<file path="src/rtl/weight_load_sequencer.sv">
// ============================================================================
// weight_load_sequencer
//   Streams filter rows from weight memory into a systolic array, round by
//   round, and holds ready until the array acknowledges each round.
//   Optional macro: WEIGHT_SEQ_STALL_CNT_EN (enables the WAIT stall counter).
//   Revision: 1.0
// ============================================================================
`default_nettype none

module weight_load_sequencer #(
    parameter int N_ROWS_ARRAY = 16,
    parameter int N            = 3,
    parameter int ADDR_WIDTH   = 16,
    parameter int ROUND_WIDTH  = 4
) (
    input  logic                    clk_i,
    input  logic                    rd_weight_rst,
    input  logic                    start_i,
    input  logic [ADDR_WIDTH-1:0]   base_addr_i,
    input  logic [$clog2(N+1)-1:0]  filter_size_i,
    input  logic [ROUND_WIDTH-1:0]  num_rounds_i,
    input  logic                    array_ack_i,
    output logic [ADDR_WIDTH-1:0]   weight_rd_addr_o,
    output logic                    rd_weight_ld_o,
    output logic                    load_o,
    output logic                    ready_o,
    output logic                    busy_o,
    output logic                    done_o,
    output logic                    err_o,
    output logic [ROUND_WIDTH-1:0]  round_o,
    output logic [15:0]             stall_cnt_o
);

    localparam int FW = $clog2(N+1);

    if (N < 1 || N_ROWS_ARRAY < 1 || ROUND_WIDTH < 1 || ADDR_WIDTH < 1) begin : g_param_check
        $error("weight_load_sequencer: invalid parameterisation");
    end

    typedef enum logic [2:0] {
        IDLE  = 3'd0,
        LOAD  = 3'd1,
        DRAIN = 3'd2,
        WAIT  = 3'd3,
        DONE  = 3'd4
    } state_t;

    state_t                 r_state;
    state_t                 w_next;
    logic [ADDR_WIDTH-1:0]  r_addr;
    logic [FW-1:0]          r_fsize;
    logic [FW-1:0]          r_k;
    logic [ROUND_WIDTH-1:0] r_nrounds;
    logic [ROUND_WIDTH-1:0] r_round;
    logic                   r_load;
    logic                   r_err;
    logic                   w_cfg_ok;
    logic                   w_accept;
    logic                   w_reject;
    logic                   w_advance;

    assign w_cfg_ok = (filter_size_i != '0) && (filter_size_i <= FW'(N)) &&
                      (num_rounds_i != '0);

    always_ff @(posedge clk_i or posedge rd_weight_rst) begin
        if (rd_weight_rst) begin
            r_state <= IDLE;
        end else begin
            r_state <= w_next;
        end
    end

    always_comb begin
        w_next         = r_state;
        rd_weight_ld_o = 1'b0;
        ready_o        = 1'b0;
        busy_o         = 1'b1;
        done_o         = 1'b0;
        w_accept       = 1'b0;
        w_reject       = 1'b0;
        w_advance      = 1'b0;
        case (r_state)
            IDLE: begin
                busy_o = 1'b0;
                if (start_i) begin
                    if (w_cfg_ok) begin
                        w_accept = 1'b1;
                        w_next   = LOAD;
                    end else begin
                        w_reject = 1'b1;
                    end
                end
            end
            LOAD: begin
                rd_weight_ld_o = 1'b1;
                if (r_k == r_fsize - FW'(1)) begin
                    w_next = DRAIN;
                end
            end
            DRAIN: w_next = WAIT;
            WAIT: begin
                ready_o = 1'b1;
                if (array_ack_i) begin
                    if (r_round == r_nrounds - ROUND_WIDTH'(1)) begin
                        w_next = DONE;
                    end else begin
                        w_advance = 1'b1;
                        w_next    = LOAD;
                    end
                end
            end
            DONE: begin
                done_o = 1'b1;
                w_next = IDLE;
            end
            default: w_next = IDLE;
        endcase
    end

    // Rows are contiguous across rounds, so a running pointer equals
    // base + round*filter_size + k without a multiplier.
    always_ff @(posedge clk_i or posedge rd_weight_rst) begin
        if (rd_weight_rst) begin
            r_addr    <= '0;
            r_fsize   <= '0;
            r_k       <= '0;
            r_nrounds <= '0;
            r_round   <= '0;
            r_load    <= 1'b0;
            r_err     <= 1'b0;
        end else begin
            r_load <= rd_weight_ld_o;
            r_err  <= w_reject;
            if (w_accept) begin
                r_addr    <= base_addr_i;
                r_fsize   <= filter_size_i;
                r_nrounds <= num_rounds_i;
                r_round   <= '0;
                r_k       <= '0;
            end else if (rd_weight_ld_o) begin
                r_addr <= r_addr + ADDR_WIDTH'(1);
                r_k    <= r_k + FW'(1);
            end else if (w_advance) begin
                r_round <= r_round + ROUND_WIDTH'(1);
                r_k     <= '0;
            end
        end
    end

    assign weight_rd_addr_o = rd_weight_ld_o ? r_addr : '0;
    assign load_o           = r_load;
    assign err_o            = r_err;
    assign round_o          = r_round;

`ifdef WEIGHT_SEQ_STALL_CNT_EN
    logic [15:0] r_stall;

    always_ff @(posedge clk_i or posedge rd_weight_rst) begin
        if (rd_weight_rst) begin
            r_stall <= '0;
        end else if (w_accept) begin
            r_stall <= '0;
        end else if (r_state == WAIT && !array_ack_i && r_stall != 16'hFFFF) begin
            r_stall <= r_stall + 16'd1;
        end
    end

    assign stall_cnt_o = r_stall;
`else
    assign stall_cnt_o = 16'h0000;
`endif

endmodule

`default_nettype wire
</file>
<file path="config.mk">
export PLATFORM = sky130hd
export DESIGN_NAME = weight_load_sequencer
export DESIGN_NICKNAME = d
export VERILOG_FILES = /design/src/rtl/weight_load_sequencer.sv
export SDC_FILE = /design/constraint.sdc
export NUM_CORES = 1
export LEC_CHECK = 0
export ABC_CLOCK_PERIOD_IN_PS = 3700
export CELL_PAD_IN_SITES_DETAIL_PLACEMENT = 1
export CELL_PAD_IN_SITES_GLOBAL_PLACEMENT = 2
export CORE_ASPECT_RATIO = 1.2
export CORE_UTILIZATION = 29
export DETAILED_ROUTE_END_ITERATION = 7
export PLACE_DENSITY_LB_ADDON = 0.15
export SETUP_SLACK_MARGIN = 0.5
export SYNTH_ARGS = -nofsm -noshare
export SYNTH_HDL_FRONTEND = slang
export SYNTH_SLANG_ARGS = --single-unit
</file>
<file path="constraint.sdc">
create_clock -name clk_i -period 3.7 [get_ports clk_i]
set_clock_uncertainty 0.2 [all_clocks]
set_input_delay 0.74 -clock clk_i [delete_from_list [all_inputs] [get_ports clk_i]]
set_output_delay 0.74 -clock clk_i [all_outputs]
set_load 0.02 [all_outputs]
</file>
=== Word level (Yosys, flattened, before mapping) ===
Cells that the tools add are included.
Widths: inputs -> output; s select.

* Register bits after elaboration: 33
* Input port bits: 26
* Output and inout bits: 42
* Word-level logic and storage cells: 63

* $add $sub $neg: 5
* Magnitude comparators: 1
* Equal/unequal tests: 11
* Multiplexer cells: 28
* Reduce and logical (&&, ||, !) cells: 10

{| class="wikitable"
|+ Operators with widths
! cell !! number
|-
| $mux 16 || 3
|-
| $add 16x1->16 const B || 1
|-
| $mux 3 || 5
|-
| $mux 1 || 13
|-
| $mux 4 || 3
|-
| $pmux 3 s4 || 1
|-
| $ne 2x2->1 const B || 4
|-
| $eq 3x2->1 const B || 2
|-
| $mux 2 || 3
|-
| $reduce_bool 2->1 || 3
|-
| $add 4x1->4 const B || 1
|-
| $eq 4x4->1 || 1
|-
| $reduce_and 4->1 || 1
|-
| $reduce_bool 4->1 || 1
|-
| $sub 4x1->4 const B || 1
|-
| $eq 3x1->1 const B || 1
|-
| $eq 3x3->1 const B || 1
|-
| $logic_not 3->1 || 1
|-
| $reduce_bool 3->1 || 1
|-
| $add 2x1->2 const B || 1
|-
| $eq 2x2->1 || 1
|-
| $le 2x2->1 const B || 1
|-
| $logic_and 1x1->1 || 2
|-
| $ne 2x1->1 const B || 1
|-
| 2 further kinds || 2
|}

=== Logic depth before layout (Yosys ltp) ===
Gate-level depths: netlist of run 1.

* Word-level depth: 8
* Mapped depth: 7
* Depth with buffers taken out: 6

=== Worst setup path after synthesis of run 1 ===
OpenSTA, ideal clock, no wires.

* Path kind: register to output
* Start: reg r_state[1]
* End: out weight_rd_addr_o[0]
* Data arrival time: 1.677 ns
* Required time: 2.760 ns
* Path slack: 1.083 ns
* Stages on the path, launching flop included: 6
* Path buffers: 2
* Cell sequence: dfrtp_1 -> buf_2 -> or3b_4 -> inv_1 -> clkbuf_1 -> and2_1

* Word-level cells in the longest chain between the ends: 3

{| class="wikitable"
|+ RTL lines
! item !! RTL line !! RTL
|-
| start: declaration || 48 || <nowiki>state_t r_state;</nowiki>
|-
| start signal: assignment || 69 || <nowiki>r_state <= w_next;</nowiki>
|-
| $eq 3x1->1 || 82 || <nowiki>case (r_state)</nowiki>
|-
| $mux 1 || 82 ||
|-
| net rd_weight_ld_o || 24 || <nowiki>output logic rd_weight_ld_o,</nowiki>
|-
| $mux 16 || 150 || <nowiki>assign weight_rd_addr_o = rd_weight_ld_o ? r_addr : '0;</nowiki>
|-
| end: declaration || 23 || <nowiki>output logic [ADDR_WIDTH-1:0] weight_rd_addr_o,</nowiki>
|}

The timed path passes the listed nets, and every way through them passes these cells.

=== Worst setup path in the final report of run 1 ===
* Start: reg r_state[2]
* End: out weight_rd_addr_o[11]

* Word-level cells in the longest chain between the ends: 3

{| class="wikitable"
|+ RTL lines
! item !! RTL line
|-
| $eq 3x1->1 || 82
|-
| $mux 1 || 82
|-
| $mux 16 || 150
|}

No other way between the ends.

==> results.md, run 1 <==
- The number of diodes is 0.
- The number of antenna violations at the first check in global routing is 0.
- The power density relative to cell area is 791 nW/um^2.
- By count the netlist is led by sky130_fd_sc_hd__dfrtp_1, sky130_fd_sc_hd__nand2_1, sky130_fd_sc_hd__buf_4.
- The most common cell in the synthesized netlist is sky130_fd_sc_hd__dfrtp_1.
- The beginning of the worst hold path is r_fsize[0]$_DFFE_PP0P_.
- The via count of the routed design is 1902.
- 68 I/O pins were placed.
- Buffers inserted to repair hold after CTS numbered 0.
- In the final routed layout, each cell accounts on average for 15.7 um.
- For this run, the register share of the synthesized area comes to 0.382.
- Data on the critical path arrives at its endpoint at 2140 ps.
- The clock passes through at most 2 buffers.
- For this run, the leading register cell type out of synthesis is sky130_fd_sc_hd__dfrtp_1.
- The warning count from the yosys run is 0.
- In the post-synthesis netlist, the biggest area contributors are sky130_fd_sc_hd__dfrtp_1, sky130_fd_sc_hd__buf_4, sky130_fd_sc_hd__nand2_1.
- The combinational cell fraction of total power is 0.559.
- The kind of critical path is flip-flop to primary output.
- The via count of the first global-routing pass was 1929.
- The tool flagged a number of max-cap violations equal to 0.
- Registers take 827 um^2.
- The cell count after synthesis is 236.
- The count of final max-slew check failures was 0.
- The pin count of the biggest net entering global routing is 24.
- The final net count is 321.
- In this run the mean area of a mapped cell was 9.16 um^2.
- The setup slack on the worst flop-to-flop path is 1310 ps.
- The launch point of the worst reg-to-reg path is r_state[2]$_DFFE_PP0P_.
- After clock tree synthesis, the clock-pin slew on the worst setup and hold paths is 80 ps.
- The overall global routing resource usage is 0.173.
- Compared with the post-synthesis result, the final layout area differs by 31.8%.
- The number of cells on the worst reg-to-reg path is 4.
- Derived from the worst setup path, the maximum achievable clock frequency is 325 MHz.
- Setup repair after global routing left no endpoint under its margin.
- Fill cells in the final layout number 869.
- Buffers inserted during clock tree synthesis total 5.
- The synthesized netlist occupies a cell area of 2160 um^2.
- The run finished with clean final reports.
- The share of synthesized registers carrying an async set or reset is 1.00.
- Summed over all cells, the static leakage comes to 1.39 nW.
- After global routing the overflow that remains totals 0.
- The maximum resistive drop on vdd is 250 uV.
- The starting utilization of the core area is 0.299.
- In this run the worst hold path is classified as flip-flop to flip-flop.
- The number of search-and-repair iterations in the first detailed-routing pass is 4.
- For hold timing, the worst endpoint is r_fsize[0]$_DFFE_PP0P_.
- After synthesis, the largest family of logic cells by area is simple AND/OR/NAND/NOR gates.
- The smallest clock period supported by the final layout is computed as 3080 ps.
- The worst setup path is captured at a primary output.
- The final worst-path cycle share is 0.831.
- The share of synthesized cell area in full adder, half adder and majority cells is 0.0174.
- The first-iteration detailed-routing DRC count is 53.
- The worst relative slew slack is 0.529.
- The ratio of routed vias to standard cells is 4.97.
- The worst hold slack after final layout is 302 ps.
- The area enclosed by the die boundary is 7810 um^2.
- After detailed routing, the number of remaining DRC violations is 0.
- The relative contribution of the clock network to total power is 0.121.
- Yosys mapped a number of flops with a built-in enable equal to 0.
- The source-to-sink clock delay at the later pin of the worst-skew pair is 290 ps.
- Summed over all nets, the half-perimeter wirelength after detailed placement is 4.49 mm.
- The share of synthesized area spent on multiplexers is 0.0185.
- The fraction of the mapped netlist area in simple logic gates is 0.284.
- The part of the total power dissipated in sequential elements is 0.320.
- In this run the clock root is driven by a sky130_fd_sc_hd__clkbuf_8.
- Of the post-synthesis cell area, the dominant cell type holds 0.382.
- The clock tree from TritonCTS is built.
- The count of distinct cell types in the synthesized netlist is 56.
- The multi-input combinational cell area is 1190 um^2.
- The initialized floorplan defines 34 standard-cell rows.
- The actual slew at the worst max-slew pin is 697 ps.
- After floorplanning, the core was sized to cover 7230 um^2.
- Counting instances, the worst hold path has a depth of 2.
- The final count of negative-setup-slack endpoints is 0.
- For the final routed database, the setup TNS stands at 0 ps.
- The switching portion of total power is 0.449.
- The largest fanout on the critical path is 21.
- For the worst setup path, the data required time is 2760 ps.
- The element type at the critical path start is a flip-flop.
- The analysis attributes to net switching a power of 1.01 mW.
- The area fraction in compound gates after synthesis is 0.150.
- The clock drives 33 sinks.
- The dominant cell type by area after synthesis is sky130_fd_sc_hd__dfrtp_1.
- In the final layout, the share of cells above drive strength 1 is 0.0956.
- The die height is 96.6 um.
- The first global-routing pass estimated 10.0 mm of wire.
- The routability congestion estimate from global placement is 0.769.
- The detail route stage leaves a number of antenna-violating nets equal to 0.
- Synthesis inferred 33 register bits.
- From left edge to right edge, the die measures 80.8 um.
- Of the total synthesized cell area, the portion taken by XOR and XNOR cells is 0.0509.
- The internal power summed over all cells is 1.24 mW.
- The number of hold violations in the final report is 0.
- The worst register-to-register path ends at round_o[2]$_DFFE_PP0P_.
- During placement, the flow inserted port buffers numbering 51.
- The H-tree was split into 2 levels.
- The total wire length after detailed routing is 6.01 mm.
-- through the flow --
| step | instances | utilization | instance area (um^2) | power [mW] | setup slack, ps |
|---|---|---|---|---|---|
| after floorplan | 251 | - | 2220 | 1.54 | 1080 |
| after global placement | 373 | 0.375 | 2720 | 1.97 | 581 |
| after detailed placement | 373 | 0.375 | 2720 | 1.99 | 564 |
| after CTS | 383 | 0.389 | 2820 | 2.30 | 526 |
| after global routing | 383 | 0.394 | 2850 | 2.44 | 532 |
| final | 383 | 0.394 | 2850 | 2.25 | 624 |
-- routing by layer --
metal	share of wire	global-route usage	vias up	routed length, um
met3	0.031	0.0310	6	188
met2	0.51	0.303	38	3080
met4	0.012	0.0536	0	72
met1	0.45	0.213	932	2680
li1	-	-	926	-
met5	0	0	-	0
-- power by group through the flow --
stage / sequential, mW / combinational, mW / clock, mW
4_1_cts: 0.722 / 1.29 / 0.286
3_3_place_gp: 0.727 / 1.25 / 0
2_1_floorplan: 0.686 / 0.852 / 0
5_1_grt: 0.753 / 1.39 / 0.299
6_report: 0.721 / 1.26 / 0.272
3_5_place_dp: 0.726 / 1.27 / 0
-- worst max-delay path, stage by stage, from the launching register on --
cell,delay [ps]
sky130_fd_sc_hd__dfrtp_1,460
sky130_fd_sc_hd__or3b_4,440
sky130_fd_sc_hd__buf_4,230
sky130_fd_sc_hd__nor2_1,110
sky130_fd_sc_hd__clkdlybuf4s50_1,610
-- cell usage in the layout (no fill, tap or decap), drive strengths merged, types with 2 or more instances in the layout --
cell type	n
mux2i	4
a221o	7
and2	14
nor3b	4
o211ai	2
dlymetal6s2s	13
or3	2
o21ai	12
conb	16
clkinv	2
ha	3
nor3	5
nor2	12
clkbuf	6
a31oi	4
xnor2	4
o311ai	2
or4b	2
and3	5
nor4	5
a21oi	4
dfrtp	33
nand4	3
buf	7
nand2b	2
o31ai	2
nand3	12
clkdlybuf4s50	37
xor2	6
nand2	30
inv	10
nor2b	2
or4	3
-- cell families (layout without fill, tap and decap cells) --
logic type      count (synthesis)  count (layout)
simple gates                  107             107
compound gates                 42              42
buf+inv                        35              77
flops                          33              33
xor+xnor                       11              11
mux                             4               4
fa+ha+maj                       3               3
other cells                     1              16
-- final cells by class --
cell class | count | share of cell area
Tap cell | 90 | 0.0395
Clock inverter | 2 | 0.00351
Clock buffer | 6 | 0.0255
Sequential cell | 33 | 0.290
Inverter | 11 | 0.0158
Multi-Input combinational cell | 183 | 0.417
Timing Repair Buffer | 58 | 0.209
-- worst max-delay path by stage --
stage                                 startpoint                     end  slack, ps  cells after the start
after global placement                   start_i  round_o[2]$_DFFE_PP0P_        580                      5
final                     r_state[2]$_DFFE_PP0P_    weight_rd_addr_o[11]        620                      4
after floorplan           r_state[1]$_DFFE_PP0P_     weight_rd_addr_o[0]       1080                      5
after CTS                 r_state[2]$_DFFE_PP0P_     weight_rd_addr_o[0]        530                      5
after detailed placement  r_state[0]$_DFFE_PP0P_     weight_rd_addr_o[2]        560                      5
after global routing      r_state[2]$_DFFE_PP0P_    weight_rd_addr_o[11]        530                      4
-- what timing repair did --
action | CTS | global route
setup buffers | 2 | 0
gates resized for setup | 2 | 14
endpoints found under the setup margin | 14 | 13
-- state kept, by name (all words and copies together), names as in the netlist --
| register | count |
|---|---|
| load_o | 1 |
| round_o | 4 |
| r_addr | 16 |
| r_fsize | 2 |
| err_o | 1 |
| r_state | 3 |
| r_k | 2 |
| r_nrounds | 4 |
Power figures use the tool's default switching activity.
==> run 2: changes to the inputs <==
--- a/config.mk
+++ b/config.mk
@@ -5,11 +5,11 @@
 export SDC_FILE = /design/constraint.sdc
 export NUM_CORES = 1
 export LEC_CHECK = 0
-export ABC_CLOCK_PERIOD_IN_PS = 3700
+export ABC_CLOCK_PERIOD_IN_PS = 2700
 export CELL_PAD_IN_SITES_DETAIL_PLACEMENT = 1
 export CELL_PAD_IN_SITES_GLOBAL_PLACEMENT = 2
 export CORE_ASPECT_RATIO = 1.2
-export CORE_UTILIZATION = 29
+export CORE_UTILIZATION = 25
 export DETAILED_ROUTE_END_ITERATION = 7
 export PLACE_DENSITY_LB_ADDON = 0.15
 export SETUP_SLACK_MARGIN = 0.5
==> constraint.sdc (replaced) <==
create_clock -name clk_i -period 2.7 [get_ports clk_i]
set_clock_uncertainty 0.2 [all_clocks]
set_input_delay 0.54 -clock clk_i [delete_from_list [all_inputs] [get_ports clk_i]]
set_output_delay 0.54 -clock clk_i [all_outputs]
set_load 0.02 [all_outputs]
==> run 2 against run 1 <==
  * Critical path depth is 1 higher
  * Utilization shrank 0.92 points
  * Combinational power rose by 82%
  * Non-clock buffer count grew 20
  * Critical path type unchanged
==> results.md, run 2 (synthesis results as in run 1) <==
- The routability congestion estimate from global placement is 0.721 (-6.3%).
- The final worst-path cycle share is 0.872.
- The type of destination of the critical path is a primary output.
- The pin count of the biggest net entering global routing is 34 (+42%).
- The overall global routing resource usage is 0.160 (-0.0130).
- The die width came to 86.9 um (+7.5%).
- Leaving out fill and tap cells, the most frequent cell in the layout is sky130_fd_sc_hd__dfrtp_1.
- The first-iteration detailed-routing DRC count is 22 (-58%).
- The cell family contributing the most delay on the critical path is simple AND/OR/NAND/NOR gates.
- The via count of the first global-routing pass is 2083 (+8.0%).
- The achievable frequency is 425 MHz.
- The clock root buffer is sky130_fd_sc_hd__clkbuf_8.
- The number of placement rows came to 36 (+5.9%).
- The source-to-sink clock delay at the later pin of the worst-skew pair is 290 ps (about the same).
- The clock tree from TritonCTS is built.
- The count of boundary I/O pins is 68 (unchanged).
- The combinational cell fraction of total power came to 0.629 (+0.070).
- Setup repair after global routing could not meet its margin everywhere.
- The relative contribution of the clock network to total power is 0.105 (-0.016).
- The largest fanout on the critical path is 6 (-71%).
- The largest register by flop count is r_addr.
- The slowest stage of the critical path belongs to the cell sky130_fd_sc_hd__or3b_4.
- The number of antenna violations at the first check in global routing was 0 (unchanged).
- The leftover overflow at the end of global routing is 0 (unchanged).
- The required time of the worst setup path was 1960 ps (-800 ps).
- The summed negative setup slack over all endpoints is 0 ps (unchanged).
- The maximum resistive drop on vdd is 434 uV (+73%).
- The share of the core filled with cells is 0.385 (-0.00915).
- The number of hold-repair buffers added at the cts stage is 0 (unchanged).
- The post-CTS clock slew at the launch and capture registers of the worst setup and hold paths is 70 ps (about the same).
- The number of hold violations in the final report is 0 (unchanged).
- The part of the total power dissipated in sequential elements came to 0.266 (-0.054).
- The element type at the critical path start is a flip-flop.
- The flow ran to the end, and the final reports show no timing, DRC or antenna violations.
- The number of H-tree branching levels was 2 (unchanged).
- The kind of critical path is flip-flop to primary output.
- The ratio of routed vias to standard cells is 4.70 (-5.4%).
- The library cells used most frequently in the layout, excluding fill and tap cells, are sky130_fd_sc_hd__dfrtp_1, sky130_fd_sc_hd__nand2_1, sky130_fd_sc_hd__clkdlybuf4s50_1.
- The internal power summed over all cells was 2.08 mW (+67%).
- The first-pass GRT wire length is 11.0 mm (+9.6%).
- The signal arrival time at the worst endpoint is 1610 ps (-530 ps).
- The via count of the routed design is 2007 (+5.5%).
- The flip-flop count of the largest register, all copies and words added was 16 (unchanged).
- The total buffers and inverters traversed by the critical path was 3 (+1).
- Relative to the synthesized area, the layout overhead comes to 46.7%.
- The final total power is 3.65 mW (+62%).
- The final count of negative-setup-slack endpoints is 0 (unchanged).
- The number of maximum-capacitance constraint violations is 0 (unchanged).
- The number of clock sinks is 33 (unchanged).
- The worst hold slack after final layout is 298 ps (-4.22 ps).
- The post-detailed-placement cell area came to 2840 um^2 (+4.7%).
- The fraction of layout cells with a size suffix above 1 is 0.268 (+0.173).
- The area of the core was 8240 um^2 (+14%).
- The number of search-and-repair iterations in the first detailed-routing pass was 4 (unchanged).
- The die height came to 104 um (+7.5%).
- The switching portion of total power is 0.431 (-0.0180).
- The placed wire-length estimate is 4.55 mm (+1.3%).
- The number of buffers inserted by port buffering is 51 (unchanged).
- The area enclosed by the die boundary is 9030 um^2 (+16%).
- The total wire length after detailed routing came to 6.71 mm (+12%).
- The number of diodes is 0 (unchanged).
- The total DRC errors in the routed layout is 0 (unchanged).
- The switching power of the nets is 1.57 mW (+56%).
- The shortest clock period the worst path allows after layout is 2350 ps.
- The routed wire length per instance was 15.7 um (+0.12%).
- The remaining number of nets flagged by the antenna check after routing is 0 (unchanged).
- The final net count was 341 (+6.2%).
- The path class of the tightest hold or removal check is flip-flop to flip-flop.
- The count of final max-slew check failures was 0 (unchanged).
- The post-route cell area is 3170 um^2 (+11%).
- The static power due to leakage is 1.42 nW (+2.3%).
- The maximum number of buffers from clock root to sink is 2 (unchanged).
- The clock buffer count from CTS is 5 (unchanged).
- The signal on the critical path passes through or3b_4, inv_8, clkbuf_16, and2_2, buf_6.
- The largest stage delay on the critical path is 440 ps (-170 ps).
- The starting utilization of the core area is 0.262 (-0.0367).
- The power density relative to cell area is 1150 nW/um^2 (+46%).
-- run 2: changes by cell type in the layout (fill, tap and decap cells not counted), moves of 8 or more --
cell	change
sky130_fd_sc_hd__buf_6	+20
sky130_fd_sc_hd__buf_4	+14
sky130_fd_sc_hd__and2_1	-12
sky130_fd_sc_hd__clkdlybuf4s50_1	-11
sky130_fd_sc_hd__dlymetal6s2s_1	-10
sky130_fd_sc_hd__and2_4	+8
-- run 2: tightest hold or removal path, cell delays in order, from the launching register on --
cell,delay [ps]
sky130_fd_sc_hd__dfrtp_1,360
sky130_fd_sc_hd__nand2_1,60
sky130_fd_sc_hd__nand2_1,50
-- run 2: through the flow --
stage | std cells | setup WS (ps)
3_5_place_dp | 407 | 22.4
4_1_cts | 422 | 324
3_3_place_gp | 407 | 40.8
5_1_grt | 427 | 283
2_1_floorplan | 251 | 506
6_report | 427 | 346
-- run 2: cell type report --
type	count	area [um^2]
fill	979	5070
multi-input combinational	183	1260
sequential	33	826
timing repair buffer	78	808
tap	114	143
clock buffer	6	72.6
inverter	11	48.8
clock inverter	2	10.0
-- run 2: metal layers --
metal	GRT usage	vias up	part of all wire
li1	-	960	-
met1	0.199	988	0.43
met2	0.273	49	0.52
met3	0.0310	10	0.034
met4	0.0500	0	0.015
met5	0	-	0
-- run 2: power groups by stage --
stage	combinational, mW	clock (mW)	sequential, mW
2_1_floorplan	1.19	0	0.940
3_3_place_gp	1.85	0	0.972
3_5_place_dp	1.88	0	0.973
4_1_cts	2.11	0.396	0.970
5_1_grt	2.50	0.413	1.02
6_report	2.29	0.383	0.972
-- run 2: path summary, 6_finish.rpt --
| kind | start | to | slack (ps) | cells past startpoint |
|---|---|---|---|---|
| setup reg to reg | r_state[2]$_DFFE_PP0P_ | r_addr[2]$_DFFE_PP0P_ | 500 | 6 |
| max in group asynchronous | rd_weight_rst | r_addr[15]$_DFFE_PP0P_ | 1500 | 3 |
| hold reg to reg | r_nrounds[3]$_DFFE_PP0P_ | r_nrounds[3]$_DFFE_PP0P_ | 300 | 2 |
| min in group asynchronous | rd_weight_rst | r_nrounds[0]$_DFFE_PP0P_ | 470 | 3 |
| setup / recovery | r_state[2]$_DFFE_PP0P_ | weight_rd_addr_o[10] | 350 | 5 |
| hold / removal | r_nrounds[3]$_DFFE_PP0P_ | r_nrounds[3]$_DFFE_PP0P_ | 300 | 2 |
-- run 2: repair_timing --
action                     in CTS  in global routing
gates cloned                    1                  1
setup endpoints to repair      42                 34
buffers inserted                6                  4
gates resized for setup       116                 29
pin swaps                       6                  5
==> run 3: changes to the inputs <==
--- a/config.mk
+++ b/config.mk
@@ -10,6 +10,7 @@
 export CELL_PAD_IN_SITES_GLOBAL_PLACEMENT = 2
 export CORE_ASPECT_RATIO = 1.2
 export CORE_UTILIZATION = 25
+export CTS_BUF_LIST = sky130_fd_sc_hd__clkbuf_4 sky130_fd_sc_hd__clkbuf_8 sky130_fd_sc_hd__clkbuf_16
 export DETAILED_ROUTE_END_ITERATION = 7
 export PLACE_DENSITY_LB_ADDON = 0.15
 export SETUP_SLACK_MARGIN = 0.5
==> run 3 against run 2 <==
  * Worst setup slack barely moved
  * Utilization about the same
  * Non-clock buffer count unchanged
  * Sequential share of layout area hardly changed
  * Maximum frequency hardly changed
  * Cell area up 0.12%
  * Clock power grew 3%
  * Worst hold slack about the same
  * First-iteration DRC count is the same
  * Via count did not move
  * Global-route usage stayed put
  * Highest routed layer unchanged
==> results.md, run 3 (synthesis results as in run 1) <==
- The total DRC errors in the routed layout is 0 (unchanged).
- The number of maximum-capacitance constraint violations was 0 (unchanged).
- The final worst-path cycle share came to 0.872 (about the same).
- The signal arrival time at the worst endpoint is 1610 ps (about the same).
- The post-route cell area is 3180 um^2 (+0.12%).
- The starting utilization of the core area is 0.262 (unchanged).
- The critical path is of the flip-flop to primary output type.
- The type of destination of the critical path is a primary output.
- The final net count is 341 (unchanged).
- The kind of cell with the highest combined delay on the critical path is simple AND/OR/NAND/NOR gates.
- The routability congestion estimate from global placement was 0.721 (unchanged).
- The clock root buffer is sky130_fd_sc_hd__clkbuf_8.
- The area enclosed by the die boundary is 9030 um^2 (unchanged).
- The achievable frequency is 425 MHz (about the same).
- The final worst-path setup slack is 346 ps (-0.00600 ps).
- The number of search-and-repair iterations in the first detailed-routing pass came to 4 (unchanged).
- The area of the core is 8240 um^2 (unchanged).
- The placed wire-length estimate is 4.55 mm (unchanged).
- STA classifies the critical path startpoint as a flip-flop.
- The remaining number of nets flagged by the antenna check after routing is 0 (unchanged).
- The switching power of the nets is 1.57 mW (about the same).
- The share of the core filled with cells is 0.385 (+0.000455).
- The number of buffers inserted by port buffering is 51 (unchanged).
- The count of final max-slew check failures is 0 (unchanged).
- The flow ran to the end, and the final reports show no timing, DRC or antenna violations.
- The multi-input combinational cell area is 1260 um^2 (unchanged).
- The summed negative setup slack over all endpoints is 0 ps (unchanged).
- The post-detailed-placement cell area came to 2840 um^2 (unchanged).
- The flip-flop and latch area is 826 um^2 (unchanged).
- The overall global routing resource usage came to 0.160 (unchanged).
- The total wire length after detailed routing came to 6.71 mm (unchanged).
- The number of clock sinks is 33 (unchanged).
- The number of H-tree branching levels was 2 (unchanged).
- The via count of the first global-routing pass came to 2083 (unchanged).
- The most common cell after layout, fill and taps aside is sky130_fd_sc_hd__dfrtp_1.
- The final total power is 3.66 mW (+0.28%).
- The number of non-filler instances in the completed layout is 427 (unchanged).
- The maximum resistive drop on vdd was 434 uV (about the same).
- The count of boundary I/O pins was 68 (unchanged).
- The power density relative to cell area came to 1150 nW/um^2 (+0.16%).
- The total buffers and inverters traversed by the critical path came to 3 (unchanged).
- Ranked by flip-flop count, first place goes to r_addr.
- The final count of negative-setup-slack endpoints was 0 (unchanged).
- The die height came to 104 um (unchanged).
- The combinational cell fraction of total power is 0.627 (-0.002).
- The first-pass GRT wire length is 11.0 mm (unchanged).
- The number of hold-repair buffers added at the cts stage came to 0 (unchanged).
- The number of antenna violations at the first check in global routing is 0 (unchanged).
- The die width is 86.9 um (unchanged).
- The worst slack at placement is 22.4 ps (unchanged).
- The worst hold slack after final layout is 298 ps (+0.0300 ps).
- The number of placement rows is 36 (unchanged).
- The fraction of layout cells with a size suffix above 1 is 0.272 (+0.00319).
- The post-CTS clock slew at the launch and capture registers of the worst setup and hold paths came to 70 ps (about the same).
- The number of hold violations in the final report came to 0 (unchanged).
- The via count of the routed design is 2007 (unchanged).
- The largest fanout on the critical path is 6 (unchanged).
- The post-synthesis to final-layout area growth is 46.9%.
- The largest stage delay on the critical path came to 440 ps (about the same).
- The static power due to leakage is 1.42 nW (+0.24%).
- The relative contribution of the clock network to total power is 0.108 (+0.003).
- The part of the total power dissipated in sequential elements is 0.266 (about the same).
- The ratio of routed vias to standard cells is 4.70 (unchanged).
- The clock buffer count from CTS is 5 (unchanged).
- The flip-flop count of the largest register, all copies and words added is 16 (unchanged).
- The library cells used most frequently in the layout, excluding fill and tap cells, are sky130_fd_sc_hd__dfrtp_1, sky130_fd_sc_hd__nand2_1, sky130_fd_sc_hd__clkdlybuf4s50_1.
- The leftover overflow at the end of global routing was 0 (unchanged).
- The pin count of the biggest net entering global routing is 34 (unchanged).
- TritonCTS built the clock tree.
- The routed wire length per instance is 15.7 um (unchanged).
- Traced cell by cell, the critical path runs through or3b_4, inv_8, clkbuf_16, and2_2, buf_6.
- The switching portion of total power came to 0.430 (-0.00117).
- The worst hold path belongs to the class flip-flop to flip-flop.
- The number of diodes is 0 (unchanged).
- The shortest clock period the worst path allows after layout is 2350 ps (+0.00600 ps).
- The internal power summed over all cells is 2.09 mW (+0.48%).
- The count of fill cells added during filler insertion is 979 (unchanged).
- Setup repair after global routing could not meet its margin everywhere.
- The slowest stage of the critical path is the sky130_fd_sc_hd__or3b_4 cell.
- The required time of the worst setup path is 1960 ps (about the same).
- The maximum number of buffers from clock root to sink is 2 (unchanged).
- The first-iteration detailed-routing DRC count is 22 (unchanged).
- The source-to-sink clock delay at the later pin of the worst-skew pair is 290 ps (about the same).
- The post-placement cell count is 407 (unchanged).
-- run 3: changes by cell type in the layout (fill, tap and decap cells not counted) --
| cell | before | now |
|---|---|---|
| sky130_fd_sc_hd__clkbuf_4 | 0 | 1 |
| sky130_fd_sc_hd__clkbuf_1 | 1 | 0 |
-- run 3: worst min-delay path, cell delays in order, from the launching register on --
cell and delay (ps):
sky130_fd_sc_hd__dfrtp_1 360, sky130_fd_sc_hd__nand2_1 60, sky130_fd_sc_hd__nand2_1 50
-- run 3: what timing repair did --
action | 4_1_cts | 5_1_grt
resized for setup | 116 | 29
pin swaps | 6 | 5
buffers inserted | 6 | 4
endpoints found under the setup margin | 42 | 34
cloned | 1 | 1
-- run 3: worst paths after layout --
| kind | endpoint | cells past startpoint | start | slack, ps |
|---|---|---|---|---|
| max in group asynchronous | r_addr[15]$_DFFE_PP0P_ | 3 | rd_weight_rst | 1500 |
| setup reg to reg | r_addr[2]$_DFFE_PP0P_ | 6 | r_state[2]$_DFFE_PP0P_ | 500 |
| min in group asynchronous | r_nrounds[0]$_DFFE_PP0P_ | 3 | rd_weight_rst | 470 |
| setup / recovery | weight_rd_addr_o[10] | 5 | r_state[2]$_DFFE_PP0P_ | 350 |
| hold reg to reg | r_nrounds[3]$_DFFE_PP0P_ | 2 | r_nrounds[3]$_DFFE_PP0P_ | 300 |
| hold / removal | r_nrounds[3]$_DFFE_PP0P_ | 2 | r_nrounds[3]$_DFFE_PP0P_ | 300 |
-- run 3: final cells by class --
type,count,share of cell area
multi-input combinational,183,0.398
sequential,33,0.260
timing repair buffer,78,0.255
tap,114,0.0449
clock buffer,6,0.0240
inverter,11,0.0154
clock inverter,2,0.00315
-- run 3: power by group through the flow --
stage	registers [mW]	clock network (mW)	logic (mW)
after floorplan	0.940	0	1.19
after global placement	0.972	0	1.85
after detailed placement	0.973	0	1.88
after CTS	0.970	0.405	2.11
after global routing	1.02	0.423	2.50
final	0.972	0.394	2.29
-- run 3: metal layers --
layer  up-vias  part of all wire  global-route usage
met5         -                 0                   0
met4         0             0.015              0.0500
met3        10             0.034              0.0310
met2        49              0.52               0.273
met1       988              0.43               0.199
li1        960                 -                   -
